--- config.mk ---
export PLATFORM = sky130hd
export DESIGN_NAME = deserializer_buf
export DESIGN_NICKNAME = d
export VERILOG_FILES = /design/src/rtl/deser_pkg.sv /design/src/rtl/sync_fifo.sv /design/src/rtl/deserializer_buf.sv
export SDC_FILE = /design/constraint.sdc
export NUM_CORES = 1
export LEC_CHECK = 0
export BUFFER_PORTS_ARGS = -buffer_cell sky130_fd_sc_hd__buf_2
export CAP_MARGIN = 20
export CORE_ASPECT_RATIO = 1.25
export CORE_UTILIZATION = 41
export DETAILED_ROUTE_END_ITERATION = 7
export GPL_TIMING_DRIVEN = 0
export SLEW_MARGIN = 5
export SYNTH_ARGS = -nofsm -noshare
export SYNTH_HDL_FRONTEND = slang
export SYNTH_SLANG_ARGS = --single-unit
--- constraint.sdc ---
create_clock -name clock -period 2.18 [get_ports clock]
set_input_delay 0.218 -clock clock [delete_from_list [all_inputs] [get_ports clock]]
set_output_delay 0.218 -clock clock [all_outputs]
set_load 0.1 [all_outputs]
--- src/rtl/deser_pkg.sv ---
// Shared constants and types for the buffered serial-to-parallel converter.
package deser_pkg;

  localparam int DESER_WIDTH = 8;
  localparam int DESER_DEPTH = 2;

  // Which end of the assembled word the first received bit ends up in.
  typedef enum logic {
    LSB_FIRST = 1'b0,
    MSB_FIRST = 1'b1
  } bit_order_t;

endpackage

--- src/rtl/sync_fifo.sv ---
// Show-ahead circular-buffer FIFO; DEPTH need not be a power of two.
module sync_fifo #(
  parameter int WIDTH = deser_pkg::DESER_WIDTH,
  parameter int DEPTH = deser_pkg::DESER_DEPTH
) (
  input  logic                           clock,
  input  logic                           reset,
  input  logic                           clear,
  input  logic                           push,
  input  logic                           pop,
  input  logic [WIDTH-1:0]               din,
  output logic [WIDTH-1:0]               head,
  output logic [$clog2(DEPTH+1)-1:0]     level,
  output logic                           full,
  output logic                           empty
);

  localparam int PW = (DEPTH > 1) ? $clog2(DEPTH) : 1;
  localparam int LW = $clog2(DEPTH + 1);

  logic [WIDTH-1:0] mem [DEPTH];
  logic [PW-1:0]    wr_ptr;
  logic [PW-1:0]    rd_ptr;
  logic [LW-1:0]    count;
  logic             do_push;
  logic             do_pop;

  // Pointers wrap explicitly at DEPTH-1 so non-power-of-two depths work.
  function automatic logic [PW-1:0] next_ptr(input logic [PW-1:0] p);
    if (p == PW'(DEPTH - 1)) return '0;
    return p + 1'b1;
  endfunction

  // Guard push/pop against full/empty so the buffer state can never corrupt.
  always_comb begin
    do_push = push && !full;
    do_pop  = pop && !empty;
  end

  // Storage, pointers and occupancy count.
  always_ff @(posedge clock or posedge reset) begin
    if (reset) begin
      wr_ptr <= '0;
      rd_ptr <= '0;
      count  <= '0;
      for (int unsigned i = 0; i < DEPTH; i++) mem[i] <= '0;
    end else if (clear) begin
      wr_ptr <= '0;
      rd_ptr <= '0;
      count  <= '0;
    end else begin
      if (do_push) begin
        mem[wr_ptr] <= din;
        wr_ptr      <= next_ptr(wr_ptr);
      end
      if (do_pop) rd_ptr <= next_ptr(rd_ptr);
      case ({do_push, do_pop})
        2'b10:   count <= count + 1'b1;
        2'b01:   count <= count - 1'b1;
        default: count <= count;
      endcase
    end
  end

  // Status and head are decoded from registered state only.
  always_comb begin
    full  = (count == LW'(DEPTH));
    empty = (count == '0);
    level = count;
    head  = empty ? '0 : mem[rd_ptr];
  end

endmodule

--- src/rtl/deserializer_buf.sv ---
// Serial-to-parallel converter feeding a show-ahead word FIFO with busy/ack handshake.
module deserializer_buf #(
  parameter int WIDTH     = deser_pkg::DESER_WIDTH,
  parameter int DEPTH     = deser_pkg::DESER_DEPTH,
  parameter bit MSB_FIRST = 1'b1
) (
  input  logic                       clock,
  input  logic                       reset,
  input  logic                       clear_in,
  input  logic                       data_in,
  input  logic                       write_in,
  input  logic                       ack_in,
  output logic [WIDTH-1:0]           data_out,
  output logic                       data_ready,
  output logic                       status_out,
  output logic [$clog2(DEPTH+1)-1:0] level,
  output logic                       overrun
);

  import deser_pkg::*;

  localparam bit_order_t ORDER = MSB_FIRST ? deser_pkg::MSB_FIRST : LSB_FIRST;
  localparam int         CW    = $clog2(WIDTH);

  logic [WIDTH-1:0] shreg;
  logic [WIDTH-1:0] shreg_nxt;
  logic [CW-1:0]    bit_cnt;
  logic             accept;
  logic             word_done;
  logic             pop;
  logic             fifo_full;
  logic             fifo_empty;

  // Handshake decode; the FIFO is fed the word including the bit being accepted.
  always_comb begin
    accept    = write_in && !fifo_full && !clear_in;
    word_done = accept && (bit_cnt == CW'(WIDTH - 1));
    pop       = ack_in && !fifo_empty && !clear_in;
    if (ORDER == deser_pkg::MSB_FIRST) shreg_nxt = {shreg[WIDTH-2:0], data_in};
    else                               shreg_nxt = {data_in, shreg[WIDTH-1:1]};
  end

  // Assembly register and bit counter; refused bits leave the partial word intact.
  always_ff @(posedge clock or posedge reset) begin
    if (reset) begin
      shreg   <= '0;
      bit_cnt <= '0;
    end else if (clear_in) begin
      shreg   <= '0;
      bit_cnt <= '0;
    end else if (accept) begin
      shreg   <= shreg_nxt;
      bit_cnt <= word_done ? '0 : bit_cnt + 1'b1;
    end
  end

  // Sticky overrun: set by any write attempt while busy, cleared only by flush or reset.
  always_ff @(posedge clock or posedge reset) begin
    if (reset)                      overrun <= 1'b0;
    else if (clear_in)              overrun <= 1'b0;
    else if (write_in && fifo_full) overrun <= 1'b1;
  end

  sync_fifo #(
    .WIDTH (WIDTH),
    .DEPTH (DEPTH)
  ) u_fifo (
    .clock (clock),
    .reset (reset),
    .clear (clear_in),
    .push  (word_done),
    .pop   (pop),
    .din   (shreg_nxt),
    .head  (data_out),
    .level (level),
    .full  (fifo_full),
    .empty (fifo_empty)
  );

  // Busy and ready are the FIFO's registered full/empty decodes.
  always_comb begin
    status_out = fifo_full;
    data_ready = !fifo_empty;
  end

endmodule

# Yosys cells after proc, flatten, opt, wreduce, memory -nomap -nowiden

Cells that the tools add are included.

Order comparisons: 3
Eq/ne operators: 4
Bitwise logic cells: 3
Add/subtract/negate cells: 5
Reductions and logical operators: 19
Multiplexer cells: 30

Operator list:

| kind                                                                          | number |
|---|---|
| 8-bit two-way mux                                                             | 5 |
| 16-bit bitwise mux                                                            | 1 |
| 1-bit two-way mux                                                             | 16 |
| 7-bit two-way mux                                                             | 2 |
| 1-bit logical AND                                                             | 9 |
| 3-bit two-way mux                                                             | 3 |
| 8-bit demux with 1-bit select                                                 | 1 |
| 2-bit nonzero test                                                            | 4 |
| 2-bit equality test (second input constant)                                   | 2 |
| 2-bit >= comparator (second input constant)                                   | 2 |
| 1-bit inverter with 2-bit output                                              | 2 |
| 2-bit one-hot mux with 2 select lines                                         | 1 |
| 3-bit by 1-bit adder with 3-bit output (second input constant)                | 1 |
| 3-bit equality test (second input constant)                                   | 1 |
| 1-bit logical NOT                                                             | 3 |
| 3-bit nonzero test                                                            | 1 |
| 1-bit adder (second input constant)                                           | 2 |
| 2-bit by 1-bit adder with 2-bit output (second input constant)                | 1 |
| 2-bit by 1-bit equality test with 1-bit output (second input constant)        | 1 |
| 2-bit logical NOT                                                             | 1 |
| 2-bit by 1-bit less-than comparator with 1-bit output (second input constant) | 1 |
| 2-bit two-way mux                                                             | 1 |
| 2-bit AND reduction                                                           | 1 |
| 2-bit by 1-bit subtractor with 2-bit output (second input constant)           | 1 |
| 1-bit inverter                                                                | 1 |

Register bits after elaboration: 31
Input port bits: 6

# Longest topological paths before layout

Depth after elaboration: 11
Mapped depth: 5
Depth with buffers taken out: 5

# Cells and area by module

Synthesis repeated with hierarchy kept, for this count alone.

Cells, all modules: 129
Area, all modules: 1501.4 um^2

Modules (own cells, without submodules):

| module           | seq. area each (um^2) | area each (um^2) | instances | cells each |
|---|---|---|---|---|
| sync_fifo        | 500.5                 | 988.4            | 1         | 75 |
| deserializer_buf | 275.3                 | 513.0            | 1         | 54 |

# Worst setup path before layout

OpenSTA, ideal clock, no wires.

Kind: reg2out
Start point: register u_fifo.count[1], in the netlist u_fifo.level[1]
End point: output data_out[0]
Path slack: -658 ps
Stages on the path, launching flop included: 3
Buffers on the path: 0
Data arrival time: 2620 ps
Path through: dfrtp_1 -> nor2_1 -> nor2_1

Cells in the longest elaborated chain, start to end: 2

RTL lines:

| element                | RTL line               | source |
|---|---|---|
| start, declared        | sync_fifo.sv:24        | `logic [LW-1:0] count;` |
| start signal, assigned | sync_fifo.sv:58        | `2'b10: count <= count + 1'b1;` |
| start signal, assigned | sync_fifo.sv:59        | `2'b01: count <= count - 1'b1;` |
| start signal, assigned | sync_fifo.sv:60        | `default: count <= count;` |
| 2-bit logical NOT      | sync_fifo.sv:68        | `empty = (count == '0);` |
| 8-bit two-way mux      | sync_fifo.sv:70        | `head = empty ? '0 : mem[rd_ptr];` |
| end, declared          | deserializer_buf.sv:13 | `output logic [WIDTH-1:0] data_out,` |

No other way between the ends.

# Worst setup path after layout

Start point: register bit_cnt[1]
End point: register u_fifo.mem[3] (netlist bit)

Cells in the longest elaborated chain, start to end: 4

RTL lines:

| element                       | RTL line               | source |
|---|---|---|
| start, declared               | deserializer_buf.sv:27 | `logic [CW-1:0] bit_cnt;` |
| start signal, assigned        | deserializer_buf.sv:53 | `bit_cnt <= word_done ? '0 : bit_cnt + 1'b1;` |
| 3-bit equality test           | deserializer_buf.sv:37 | `word_done = accept && (bit_cnt == CW'(WIDTH - 1));` |
| 1-bit logical AND             | deserializer_buf.sv:37 |  |
| 1-bit logical AND             | sync_fifo.sv:36        | `do_push = push && !full;` |
| 2-bit AND reduction (no line) | --                     |  |
| end signal, assigned by index | sync_fifo.sv:53        | `mem[wr_ptr] <= din;` |
| end, declared                 | sync_fifo.sv:21        | `logic [WIDTH-1:0] mem [DEPTH];` |

No other way between the ends.
A chain may end at the register's enable or synchronous reset.

==> metrics <==
H-tree lvl count 2; chip height 67.5 um; core region area 0.00325 mm^2; Die W 54.4 um; Initial Util 43.2%; Hold Path Class input port to flop; Die Area 0.00367 mm^2; Least-Margin Pin Slew 0.783 ns; WL per Instance 15.4 um; DRT antenna net count 0; Pint 823 uW; P&R area growth vs syn 21.6%; worst path arrival time 2.12 ns; placed cell count 165; total chip power 1.05 mW; Post-Layout Cell Count 173; placer congestion estimate 0.791; Yosys cell types 26; switching share of total power 21.7%; Setup crit end kind flop; pin count of the biggest net entering global routing 22; initial antenna violation count 0; PD cells 615 mW/mm^2; cell area after synthesis 0.00141 mm^2; Sink Count 31; sequential fraction of the synthesis area 55.2%; Final Cell Area 0.00171 mm^2; RSZ-0062 raised after global routing false; Max IR drop VDD 545 uV; Logic pwr share 4.3%; Net Switching 229 uW; root buffer cell clkbuf_8; clock transition at the registers of the reported paths 0.06 ns; Antenna Cells 0; syn_area_per_cell 12.8 um^2; Vias/cell 5.36; met2 Use GR 29.0%; syn nets 118; Max-slew headroom 47.8%; sequential power share 55.8%; share of cells above drive strength 1 40.4%; 1st-iter DRT viols 13; f_max 508 MHz; Synthesis Warnings 0; pre-CTS setup slack 0.173 ns; GR Overflow Total 0; Hold Fails Final Rpt 0; met1 Use GR 23.4%; Yosys reg bits 31; # setup viols final 0; Critical Path RT 2.33 ns; Most Crowded Layer GR met2; Pins Over Slew Limit 0; cts bufs inserted 5; critical path type flop to flop; placed cell area 0.00162 mm^2; crit start category flop; max-cap violations 0; via count 928; Final Cycle Share 90.2%; GRT met3 Usage 6.08%; Final min period 1.97 ns; CTS max path bufs 2; Post-DP HPWL 1870 um; Register-to-Register Setup Slack 0.21 ns; Critical Path Fanout Max 8; DR DRC count 0; Rows 23; Total GRT Usage 18.1%; final WL 2660 um; setup ws final 0.213 ns; number of global-route vias before repair 988; fin nets 143; Ports 19; clock skew 0.00367 ns; CTS tree done; LEAKAGE 0.825 nW; worst-skew pair later-pin latency 0.27 ns; Port-buffer cells 17; Clock power frac 39.9%; first-pass GRT wire length 4630 um; setup TNS 0 ns; synthesized netlist cell count 110; status completed; first drt pass iteration count 4
-- flip-flops by register name (all words and copies together) (netlist names) --
signal         flops
u_fifo.mem        16
shreg              7
bit_cnt            3
u_fifo.level       2
overrun            1
u_fifo.rd_ptr      1
u_fifo.wr_ptr      1
-- critical path, stage by stage (launching register included) --
cell	delay, ns
dfrtp_1	0.37
ha_1	0.16
ha_1	0.27
nand2_1	0.09
nor3_2	0.55
mux2_2	0.41
-- routing by layer --
| metal | share of wire, % | vias to the layer above |
|---|---|---|
| li1 | - | 445 |
| met1 | 45 | 460 |
| met2 | 52 | 23 |
| met3 | 3.5 | 0 |
| met4 | 0 | 0 |
| met5 | 0 | - |
-- cell usage in the layout, fill, tap and decap left out, drive strengths merged --
master       instances
dfrtp               31
buf                 19
mux2                17
nor2                12
a22o                 9
mux2i                8
clkbuf               8
a21oi                4
o21ai                4
nand2                3
inv                  3
and2                 2
nand3b               2
ha                   2
nor3                 2
or2b                 1
nand2b               1
xor2                 1
nor4bb               1
nand3                1
or3                  1
or4b                 1
a31oi                1
clkinv               1
dlygate4sd3          1
-- path summary, 6_finish.rpt --
path                                   startpoint                     endpoint  cells past startpoint
setup / recovery           bit_cnt[1]$_DFFE_PP0P_    u_fifo.mem[3]$_DFFE_PP0P_                      5
hold / removal                            data_in         shreg[0]$_DFFE_PP0P_                      2
hold reg to reg               overrun$_DFFE_PP0P_          overrun$_DFFE_PP0P_                      2
min in group asynchronous                   reset    u_fifo.mem[4]$_DFFE_PP0P_                      3
setup reg to reg           bit_cnt[1]$_DFFE_PP0P_    u_fifo.mem[3]$_DFFE_PP0P_                      5
max in group asynchronous                   reset  u_fifo.level[0]$_DFFE_PP0P_                      4
-- logic make-up (layout without fill, tap and decap cells) --
family | count (synthesis) | after routing | share of synthesized area [%]
xor gates and xnor gates | 1 | 1 | 0.623
adders and majority gates | 2 | 2 | 1.78
buffers and inverters | 6 | 32 | 1.87
muxes | 25 | 25 | 21.4
AOI/OAI and AO/OA | 18 | 18 | 8.90
and+or+nand+nor | 27 | 27 | 10.2
DFF | 31 | 31 | 55.2
-- final cells by class --
cell class / count / area (um^2)
Fill cell: 305 / 1540
Sequential cell: 31 / 783
Multi-Input combinational cell: 73 / 652
Timing Repair Buffer: 19 / 123
Clock buffer: 7 / 76.3
Tap cell: 37 / 46.3
Inverter: 3 / 13.8
Buffer: 2 / 11.3
Clock inverter: 1 / 5.00
-- Yosys cell counts --
| cell | n | area, um^2 |
|---|---|---|
| dfrtp_1 | 31 | 776 |
| nor2_1 | 12 | 45.0 |
| a22o_1 | 9 | 78.8 |
| mux2_2 | 9 | 101 |
| mux2_4 | 8 | 120 |
| mux2i_1 | 8 | 80.1 |
| a21oi_1 | 4 | 20.0 |
| o21ai_0 | 4 | 20.0 |
| nand2_1 | 3 | 11.3 |
| and2_1 | 2 | 12.5 |
| clkbuf_1 | 2 | 7.51 |
| ha_1 | 2 | 25.0 |
| inv_1 | 2 | 7.51 |
| nand3b_1 | 2 | 15.0 |
| a31oi_1 | 1 | 6.26 |
| buf_4 | 1 | 7.51 |
| inv_2 | 1 | 3.75 |
| nand2b_1 | 1 | 6.26 |
| nand3_1 | 1 | 5.00 |
| nor3_1 | 1 | 5.00 |
| nor3_2 | 1 | 10.0 |
| nor4bb_1 | 1 | 10.0 |
| or2b_1 | 1 | 7.51 |
| or3_1 | 1 | 6.26 |
| or4b_1 | 1 | 10.0 |
| xor2_1 | 1 | 8.76 |
-- power by group through the flow --
stage | Sequential (mW) | Combinational, mW | Clock, mW
final | 0.587 | 0.0451 | 0.419
after global routing | 0.588 | 0.0524 | 0.455
after CTS | 0.587 | 0.0466 | 0.429
after detailed placement | 0.598 | 0.0454 | 0
after global placement | 0.596 | 0.0372 | 0
after floorplan | 0.596 | 0.0249 | 0
-- timing repair --
action / 4_1_cts / 5_1_grt
resized for setup: 0 / 1
hold buffers: 1 / 0
buffers inserted: 0 / 0
hold endpoints to repair: 10 / 0
setup endpoints to repair: 0 / 8
-- metrics by stage --
step	utilization, %	hold WS (ns)
after floorplan	-	0.322
after global placement	48.9	0.472
after detailed placement	49.7	0.278
after CTS	52.6	0.190
after global routing	52.6	0.206
final	52.6	0.193
Power figures use the tool's default switching activity.
